File: src/rtl/counter_bank_pkg.sv
// Shared types, constants and derived-value helpers for the counter bank driver.
package counter_bank_pkg;

  typedef logic [2:0] state_t;

  localparam state_t ST_IDLE  = 3'd0;
  localparam state_t ST_CLEAR = 3'd1;
  localparam state_t ST_DRIVE = 3'd2;
  localparam state_t ST_DRAIN = 3'd3;
  localparam state_t ST_CHECK = 3'd4;

  localparam logic [1:0] ERR_OK        = 2'd0;
  localparam logic [1:0] ERR_LATENCY   = 2'd1;
  localparam logic [1:0] ERR_PULSE_CNT = 2'd2;
  localparam logic [1:0] ERR_COUT_HIGH = 2'd3;

  // Low feedback taps of the mask LFSR; the top tap is always forced on.
  localparam logic [31:0] LFSR_LOW_TAPS = 32'h0020_0003;

  // Cycles from the first driven cycle to the first cout of a healthy bank.
  function automatic logic [31:0] exp_lat(input int unsigned sync_stages,
                                          input int unsigned cnt_w);
    return 32'(sync_stages) + ((32'd1 << cnt_w) - 32'd1) + 32'd2;
  endfunction

  // Idle cycles needed to flush the bank synchroniser and zero its counters.
  function automatic logic [31:0] drain_len(input int unsigned sync_stages);
    return 32'(sync_stages) + 32'd3;
  endfunction

  // Expected wrap count for a hold of 'hold' cycles, saturated to pcnt_w bits.
  function automatic logic [31:0] exp_pulses(input logic [31:0] hold,
                                             input int unsigned cnt_w,
                                             input int unsigned pcnt_w);
    logic [32:0] sum;
    logic [32:0] quo;
    logic [32:0] cap;
    sum = {1'b0, hold} + 33'd1;
    quo = sum >> cnt_w;
    cap = (33'd1 << pcnt_w) - 33'd1;
    if (quo > cap) quo = cap;
    return quo[31:0];
  endfunction

endpackage

File: src/rtl/cout_monitor.sv
// Watches the bank's cout: rising-edge pulse counter and first-rise latency.
module cout_monitor
  import counter_bank_pkg::*;
#(
  parameter int unsigned PCNT_W = 16
) (
  input  logic              clock,
  input  logic              reset_n,
  input  logic              clear,
  input  logic              arm,
  input  logic              active,
  input  logic              cout,
  output logic [PCNT_W-1:0] pulse_cnt,
  output logic [31:0]       lat_meas
);

  logic              prev_q, prev_d;
  logic              seen_q, seen_d;
  logic [31:0]       lat_cnt_q, lat_cnt_d;
  logic [31:0]       lat_meas_q, lat_meas_d;
  logic [PCNT_W-1:0] pulse_q, pulse_d;

  // Next-state: edge detect, saturating counters, first-rise capture.
  always_comb begin
    prev_d     = cout;
    seen_d     = seen_q;
    lat_cnt_d  = lat_cnt_q;
    lat_meas_d = lat_meas_q;
    pulse_d    = pulse_q;

    if (arm) begin
      prev_d    = 1'b0;
      lat_cnt_d = '0;
    end else if (active && (lat_cnt_q != '1)) begin
      lat_cnt_d = lat_cnt_q + 32'd1;
    end

    if (clear) begin
      pulse_d    = '0;
      lat_meas_d = '1;
      seen_d     = 1'b0;
    end else if (active) begin
      if (cout && !prev_q && (pulse_q != '1)) pulse_d = pulse_q + PCNT_W'(1);
      if (cout && !seen_q) begin
        lat_meas_d = lat_cnt_q;
        seen_d     = 1'b1;
      end
    end
  end

  // Monitor registers with synchronous active-low reset.
  always_ff @(posedge clock) begin
    if (!reset_n) begin
      prev_q     <= 1'b0;
      seen_q     <= 1'b0;
      lat_cnt_q  <= '0;
      lat_meas_q <= '1;
      pulse_q    <= '0;
    end else begin
      prev_q     <= prev_d;
      seen_q     <= seen_d;
      lat_cnt_q  <= lat_cnt_d;
      lat_meas_q <= lat_meas_d;
      pulse_q    <= pulse_d;
    end
  end

  assign pulse_cnt = pulse_q;
  assign lat_meas  = lat_meas_q;

endmodule

File: src/rtl/counter_bank_driver.sv
// Stimulus/checker for the parallel counter bank: drives cen, checks cout.
// Optional feature: define CEN_LFSR_EN to drive an LFSR-generated lane mask.
module counter_bank_driver
  import counter_bank_pkg::*;
#(
  parameter int unsigned LANES       = 32,
  parameter int unsigned CNT_W       = 16,
  parameter int unsigned SYNC_STAGES = 2,
  parameter int unsigned PCNT_W      = 16
) (
  input  logic              clock,
  input  logic              reset_n,
  input  logic              start,
  input  logic [LANES-1:0]  lane_mask,
  input  logic [31:0]       hold_len,
  output logic [LANES-1:0]  cen,
  input  logic              cout,
  output logic              busy,
  output logic              done,
  output logic              pass,
  output logic [1:0]        err_code,
  output logic [31:0]       lat_meas,
  output logic [PCNT_W-1:0] pulse_cnt
);

  localparam logic [31:0] EXP_LAT    = exp_lat(SYNC_STAGES, CNT_W);
  localparam logic [31:0] DRAIN_LEN  = drain_len(SYNC_STAGES);
  localparam logic [31:0] DRAIN_LAST = DRAIN_LEN - 32'd1;

  state_t            state_q, state_d;
  logic [31:0]       phase_q, phase_d;
  logic [LANES-1:0]  mask_q, mask_d;
  logic [31:0]       hold_q, hold_d;
  logic [LANES-1:0]  cen_q, cen_d;
  logic              busy_q, busy_d;
  logic              done_q, done_d;
  logic              pass_q, pass_d;
  logic [1:0]        err_q, err_d;

  logic              start_acc_c;
  logic              arm_c;
  logic              active_c;
  logic [PCNT_W-1:0] exp_pulses_c;
  logic [LANES-1:0]  run_mask_c;

`ifdef CEN_LFSR_EN
  localparam logic [LANES-1:0] LFSR_TAPS = {1'b1, (LANES-1)'(LFSR_LOW_TAPS)};

  logic [LANES-1:0] lfsr_q, lfsr_d;
  logic [LANES-1:0] unused_lane_mask;

  assign unused_lane_mask = lane_mask;

  // Galois step per accepted start; the forced top tap keeps it nonzero.
  always_comb begin
    lfsr_d = lfsr_q;
    if (start_acc_c) lfsr_d = (lfsr_q >> 1) ^ (lfsr_q[0] ? LFSR_TAPS : '0);
  end

  // LFSR register, seeded all-ones.
  always_ff @(posedge clock) begin
    if (!reset_n) lfsr_q <= '1;
    else          lfsr_q <= lfsr_d;
  end

  assign run_mask_c = lfsr_d;
`else
  assign run_mask_c = lane_mask;
`endif

  assign arm_c    = (state_q == ST_CLEAR);
  assign active_c = (state_q == ST_DRIVE) || (state_q == ST_DRAIN);

  // Expected wrap count for the latched run; no enabled lanes means none.
  always_comb begin
    exp_pulses_c = '0;
    if (mask_q != '0) exp_pulses_c = PCNT_W'(exp_pulses(hold_q, CNT_W, PCNT_W));
  end

  // Run sequencer: next state, phase counter, result evaluation.
  always_comb begin
    state_d     = state_q;
    phase_d     = phase_q + 32'd1;
    mask_d      = mask_q;
    hold_d      = hold_q;
    busy_d      = busy_q;
    done_d      = 1'b0;
    pass_d      = pass_q;
    err_d       = err_q;
    cen_d       = '0;
    start_acc_c = 1'b0;

    case (state_q)
      ST_IDLE: begin
        phase_d = '0;
        if (start) begin
          start_acc_c = 1'b1;
          state_d     = ST_CLEAR;
          mask_d      = run_mask_c;
          hold_d      = hold_len;
          busy_d      = 1'b1;
          pass_d      = 1'b0;
          err_d       = ERR_OK;
        end
      end
      ST_CLEAR: begin
        if (phase_q == DRAIN_LAST) begin
          phase_d = '0;
          if ((hold_q == '0) || (mask_q == '0)) state_d = ST_DRAIN;
          else                                  state_d = ST_DRIVE;
        end
      end
      ST_DRIVE: begin
        if (phase_q == (hold_q - 32'd1)) begin
          phase_d = '0;
          state_d = ST_DRAIN;
        end
      end
      ST_DRAIN: begin
        if (phase_q == DRAIN_LAST) begin
          phase_d = '0;
          state_d = ST_CHECK;
        end
      end
      ST_CHECK: begin
        state_d = ST_IDLE;
        phase_d = '0;
        busy_d  = 1'b0;
        done_d  = 1'b1;
        if (cout)                                           err_d = ERR_COUT_HIGH;
        else if (pulse_cnt != exp_pulses_c)                 err_d = ERR_PULSE_CNT;
        else if ((exp_pulses_c != '0) && (lat_meas != EXP_LAT)) err_d = ERR_LATENCY;
        else                                                err_d = ERR_OK;
        pass_d = (err_d == ERR_OK);
      end
      default: begin
        state_d = ST_IDLE;
        phase_d = '0;
        busy_d  = 1'b0;
      end
    endcase

    if (state_d == ST_DRIVE) cen_d = mask_q;
  end

  // Sequencer registers; reset aborts any run and drops cen on the same edge.
  always_ff @(posedge clock) begin
    if (!reset_n) begin
      state_q <= ST_IDLE;
      phase_q <= '0;
      mask_q  <= '0;
      hold_q  <= '0;
      cen_q   <= '0;
      busy_q  <= 1'b0;
      done_q  <= 1'b0;
      pass_q  <= 1'b0;
      err_q   <= ERR_OK;
    end else begin
      state_q <= state_d;
      phase_q <= phase_d;
      mask_q  <= mask_d;
      hold_q  <= hold_d;
      cen_q   <= cen_d;
      busy_q  <= busy_d;
      done_q  <= done_d;
      pass_q  <= pass_d;
      err_q   <= err_d;
    end
  end

  cout_monitor #(
    .PCNT_W (PCNT_W)
  ) u_cout_monitor (
    .clock     (clock),
    .reset_n   (reset_n),
    .clear     (start_acc_c),
    .arm       (arm_c),
    .active    (active_c),
    .cout      (cout),
    .pulse_cnt (pulse_cnt),
    .lat_meas  (lat_meas)
  );

  assign cen      = cen_q;
  assign busy     = busy_q;
  assign done     = done_q;
  assign pass     = pass_q;
  assign err_code = err_q;

endmodule
File: config.mk
export PLATFORM = sky130hd
export DESIGN_NAME = counter_bank_driver
export DESIGN_NICKNAME = d
export VERILOG_FILES = /design/src/rtl/counter_bank_pkg.sv /design/src/rtl/cout_monitor.sv /design/src/rtl/counter_bank_driver.sv
export SDC_FILE = /design/constraint.sdc
export NUM_CORES = 1
export LEC_CHECK = 0
export CORE_ASPECT_RATIO = 1.1
export CORE_MARGIN = 1.5
export CORE_UTILIZATION = 59
export DETAILED_ROUTE_END_ITERATION = 8
export PLACE_DENSITY = 0.9
export SLEW_MARGIN = 5
export SYNTH_ARGS = -nofsm -noshare
export SYNTH_HDL_FRONTEND = slang
export SYNTH_SLANG_ARGS = --single-unit
File: constraint.sdc
create_clock -name clock -period 6.5 [get_ports clock]
set_clock_uncertainty 0.15 [all_clocks]
set_input_delay 1.625 -clock clock [delete_from_list [all_inputs] [get_ports clock]]
set_output_delay 1.625 -clock clock [all_outputs]
set_load 0.02 [all_outputs]
* Word-level counts from Yosys, hierarchy flattened
Index checks and enable logic that the tools add are counted.
Word-level totals: bits in registers 218, input port bits 68, logic and storage cells 84
Cells by class: mux-type cells 24, bitwise logic cells 2, add/subtract/negate cells 5, order comparisons 1, equality and inequality tests 12, reductions and logical operators 26
Operators by type and width (number):
- adder 32 x 1 -> 32 bit, second input constant | 2
- zero test 32 bit | 2
- two-way mux 32 bit | 2
- case mux 32 bit (2 select lines) | 1
- adder 32 x 1 -> 33 bit, second input constant | 1
- == test 32 x 3 -> 1 bit, second input constant | 1
- == test 32 bit | 1
- two-way mux 16 bit | 2
- inequality test 32 x 17 -> 1 bit, second input constant | 1
- inequality test 32 bit, second input constant | 1
- nonzero test 32 bit | 1
- subtractor 32 x 1 -> 32 bit, second input constant | 1
- greater-than comparator 17 x 16 -> 1 bit, second input constant | 1
- adder 16 x 1 -> 16 bit, second input constant | 1
- inequality test 16 bit | 1
- inequality test 16 bit, second input constant | 1
- nonzero test 16 bit | 1
- two-way mux 3 bit | 4
- case mux 3 bit (4 select lines) | 1
- AND reduction 2 bit | 6
- == test 3 x 2 -> 1 bit, second input constant | 3
- two-way mux 2 bit | 4
- two-way mux 1 bit | 7
- OR reduction 2 bit | 3
- 13 further kinds | 21

* Logic depth before layout (Yosys ltp)
depth in word-level cells 12, depth in mapped cells 12

* By module
From an unflattened synthesis, not the netlist that was laid out.
Second synthesis, totals: cells, all modules 1379, area total of the unflattened synthesis 11149.4 um^2
Modules (own cells, without submodules):
- counter_bank_driver | cells an instance 937, seq. area each 2722.6 um^2, area an instance 7484.7 um^2, instances 1
- cout_monitor | cells an instance 442, seq. area each 1641.6 um^2, area an instance 3664.8 um^2, instances 1

* Worst setup path before layout
No wires, ideal clock.
path type input to register, from input port cout, to register u_cout_monitor.pulse_q[11], in the netlist u_cout_monitor.pulse_cnt[11], cell stages on the path 6, setup time 0.071 ns, data required time 6.279 ns, arrival 2.939 ns, setup slack 3.340 ns, cell sequence nand2_1 > a311o_1 > or3_1 > clkbuf_1 > or3_1 > a21oi_1
On the way: word-level cells in the longest chain between the ends 3
RTL lines:
- start, declared | RTL line counter_bank_driver.sv:17 | input logic cout,
- logical AND 1 bit (2 in a row) | RTL line cout_monitor.sv:43 | if (cout && !prev_q && (pulse_q != '1)) pulse_d = pulse_q + PCNT_W'(1);
- AND reduction 2 bit (no line)
- end signal, assigned | RTL line cout_monitor.sv:64 | pulse_q <= pulse_d;
- end, declared | RTL line cout_monitor.sv:21 | logic [PCNT_W-1:0] pulse_q, pulse_d;
Every way passes these cells. A chain may end at the register's enable or synchronous reset.

* Final worst setup path
from register hold_q[0], to register cen_q[18], in the netlist cen[18]
On the way: word-level cells in the longest chain between the ends 7
RTL lines:
- start, declared | RTL line counter_bank_driver.sv:33 | logic [31:0] hold_q, hold_d;
- start signal, assigned | RTL line counter_bank_driver.sv:162 | hold_q <= hold_d;
- parallel branches: the longest is 4 deep, another holds subtractor 32 x 1 -> 32 bit
- case mux 3 bit (4 select lines) (*) | RTL line counter_bank_driver.sv:93 | case (state_q)
- == test 3 x 2 -> 1 bit (*) | RTL line counter_bank_driver.sv:143 | if (state_d == ST_DRIVE) cen_d = mask_q;
- AND reduction 2 bit (no line) (*)
- end signal, assigned | RTL line counter_bank_driver.sv:163 | cen_q <= cen_d;
- end, declared | RTL line counter_bank_driver.sv:34 | logic [LANES-1:0] cen_q, cen_d;
Mark *: on every way between the ends.

==> metrics.yaml <==
power_and_ir_drop:
  static-leakage-power_nw: 4.80
  power_per_cell_area_mw_per_mm2: 230
  power_mw: 3.00
  worst_ir_drop_vdd_mv: 0.202
run_status:
  run_status: "finished clean"
timing:
  timing_worst_slew_pin_value_ps: 1180
  hold_ws_ps: 328
  finalMaxSlewViolations: 0
  post-route-worst-setup-slack_ps: 2430
  rsz0062_at_grt: "no"
  slew_headroom: 0.212
  timing.final.setup_violations: 0
  timing.final.hold_violations: 0
  finalCritPeriodShare: 0.625
  final_period_minus_worst_setup_slack_ps: 4070
  fin_tns_setup_ps: 0
  maxClockFrequency_ghz: 0.246
logic_synthesis:
  syn_inst: 1360
  synthesis.area_mm2: 0.0107
  synth_sequential_area_ratio: 0.406
  synth-edff-count: 0
  postSynthAreaPerCell_um2: 7.90
  synth_cell_type_count: 65
  synth-seq-cells: 218
  syn-num-nets: 1435
  yosysWarnings: 0
  asyncSetResetFlopFracSynth: 0
  synth_ff_type: "dfxtp_1"
finish:
  area_growth_syn_to_layout_pct: 21.5
  final_layout_net_count: 1532
  fill_cells: 1321
  area_taken_by_flip_flops_and_latches_mm2: 0.00436
  multi_input_area_mm2: 0.00597
  final_layout_size_suffix_gt1_frac: 0.0468
  antenna_cells: 0
floorplan:
  chipWidth_um: 132
  top_level_ports: 153
  floorplan.rows: 51
  core_area_mm2: 0.0177
  die_y_um: 145
  effective_utilization_at_floorplan: 0.606
  floorplan.die_area_mm2: 0.0190
route:
  route.detailed.wl_per_inst_um: 17.0
  final_antenna_net_count: 0
  post_drt_via_cell_ratio: 5.94
  detail_route.wirelength_um: 29200
  drt_pass1_iterations: 5
  post-route-drc-count: 0
  drt_iter0_markers: 860
  vias: 10200
worst_setup_path:
  timing.critical_path.slowest_stage_cell: "a21oi_2"
  cp_common_cell: "nor3_1"
  cpPeakStageDelay_ps: 890
  required_time_of_the_worst_setup_path_ps: 6810
  worst_setup_start_kind: "flip-flop"
  critPathArrivalTime_ps: 4380
  worstPathCellList: "inv_1, ha_1, or3b_2, nor3_1, nand3_1, nor3_1, xnor2_1, nor3_1, and4b_1, a21oi_2, and3_1"
  crit_path_end_kind: "flip-flop"
  timing.setup.critical_path_class: "reg -> reg"
  cp_max_fo: 33
place:
  place_worst_setup_slack_ps: 1960
  globalplace.congestion: 0.921
  portBuffers: 152
  dpl.hpwl_um: 20200
clock_network:
  clk_pin_slew_worst_paths_ps: 60
  post_cts_buffers: 0
  clk_latency_ps: 530
  cts_num_sinks: 218
  cts.htree.levels: 1
  cts_inserted_buffers: 23
  cts_buffer_depth: 3
  cts-hold-fix-buffers: 0
  ctsRootBufferMaster: "clkbuf_16"
  post_cts_resize_count: 0
  cts_tree: "built"
global_route:
  grt_antenna_before_repair: 0
  vias_in_the_first_global_route: 9696
  wire_length_of_the_first_global_routing_pass_um: 47300
  grt_start_max_net_pins: 75
  globalRouteTotalUtil: 0.301
  grt.overflow.total: 0
worst_hold_path:
  hp-class: "reg -> reg"
flow_run:
  max_cap_viol: 0
-- report_power, final --
group / internal, mW / switching [mW]
Sequential: 1.36 / 0.0439
Clock: 0.743 / 0.565
Combinational: 0.132 / 0.157
Total: 2.24 / 0.766
-- area by class of cell --
type	count	area share
Multi-Input combinational cell	1032	0.458
Sequential cell	218	0.334
Timing Repair Buffer	160	0.121
Clock buffer	26	0.0450
Tap cell	238	0.0228
Clock inverter	16	0.0129
Inverter	22	0.00633
-- synth_stat cells, types with 33 or more instances --
master / instances / area share
dfxtp_1: 218 / 0.41
a21boi_0: 65 / 0.045
clkbuf_1: 73 / 0.026
xnor2_1: 71 / 0.058
nand2_1: 257 / 0.090
nor4_1: 37 / 0.022
xor2_1: 54 / 0.044
nor2_1: 127 / 0.044
nand3_1: 85 / 0.040
o21ai_0: 34 / 0.016
nor3_1: 33 / 0.015
and3_1: 50 / 0.029
-- cell usage in the layout (no fill, tap or decap), drive strengths merged, types with 7 or more instances in the layout --
cell type,Yosys,layout
nor4b,9,9
dfxtp,218,218
ha,7,7
or3,21,21
nor4,37,37
nor2,127,127
a31oi,7,7
nand2,257,257
inv,22,24
nand4,32,32
a21boi,65,65
buf,11,9
and4,12,12
or4,9,9
and2,7,7
o21ai,36,36
nand3,85,85
nor3,34,34
clkdlybuf4s50,0,151
xnor2,71,71
o211ai,8,8
and3,50,50
xor2,54,54
clkbuf,77,26
a21oi,33,33
-- metal layers --
metal,GRT usage,vias up,wire [um]
li1,-,4892,-
met1,0.364,4803,11800
met2,0.556,412,14800
met3,0.0368,65,1770
met4,0.103,0,772
met5,0,-,0
-- worst max-delay path, delay by kind of cell, from the launching register on --
kind | cells | cell delay (ps)
flops | 1 | 410
buf+inv | 1 | 100
simple gates | 7 | 2030
fa+ha+maj | 1 | 230
xor+xnor | 1 | 200
compound gates | 1 | 890
-- sequential cells by signal, summed over array words and instances (netlist names) --
name,count
pass,1
done,1
u_cout_monitor.seen_q,1
busy,1
u_cout_monitor.lat_cnt_q,32
mask_q,32
cen,32
hold_q,32
err_code,2
u_cout_monitor.pulse_cnt,16
u_cout_monitor.lat_meas,32
phase_q,32
state_q,3
u_cout_monitor.prev_q,1
-- stage by stage --
step	util	instance area [um2]	cells
4_1_cts	0.736	13000	1712
3_3_place_gp	0.693	12300	1670
2_1_floorplan	-	10700	1360
6_report	0.736	13000	1712
3_5_place_dp	0.693	12300	1670
5_1_grt	0.736	13000	1712
-- path summary, 6_finish.rpt --
path | start | end | slack, ps | depth (start not counted)
max | hold_q[0]$_SDFFE_PN0P_ | cen[18]$_SDFF_PN0_ | 2430 | 11
max reg2reg | hold_q[0]$_SDFFE_PN0P_ | cen[18]$_SDFF_PN0_ | 2430 | 11
min | mask_q[9]$_SDFFE_PN0P_ | mask_q[9]$_SDFFE_PN0P_ | 330 | 2
min reg2reg | mask_q[9]$_SDFFE_PN0P_ | mask_q[9]$_SDFFE_PN0P_ | 330 | 2
-- logic make-up (layout without fill, tap and decap cells) --
kind of cell / count (synthesis) / count (layout) / synth area share
AO/OA/AOI/OAI: 181 / 181 / 0.113
XOR/XNOR: 125 / 125 / 0.102
adder cells (fa/ha/maj): 7 / 7 / 0.00815
buffers and inverters: 110 / 224 / 0.0398
flip-flops: 218 / 218 / 0.406
multiplexers: 5 / 5 / 0.00489
AND/OR/NAND/NOR: 714 / 714 / 0.326
No activity file was read; power rests on OpenSTA's default activity.
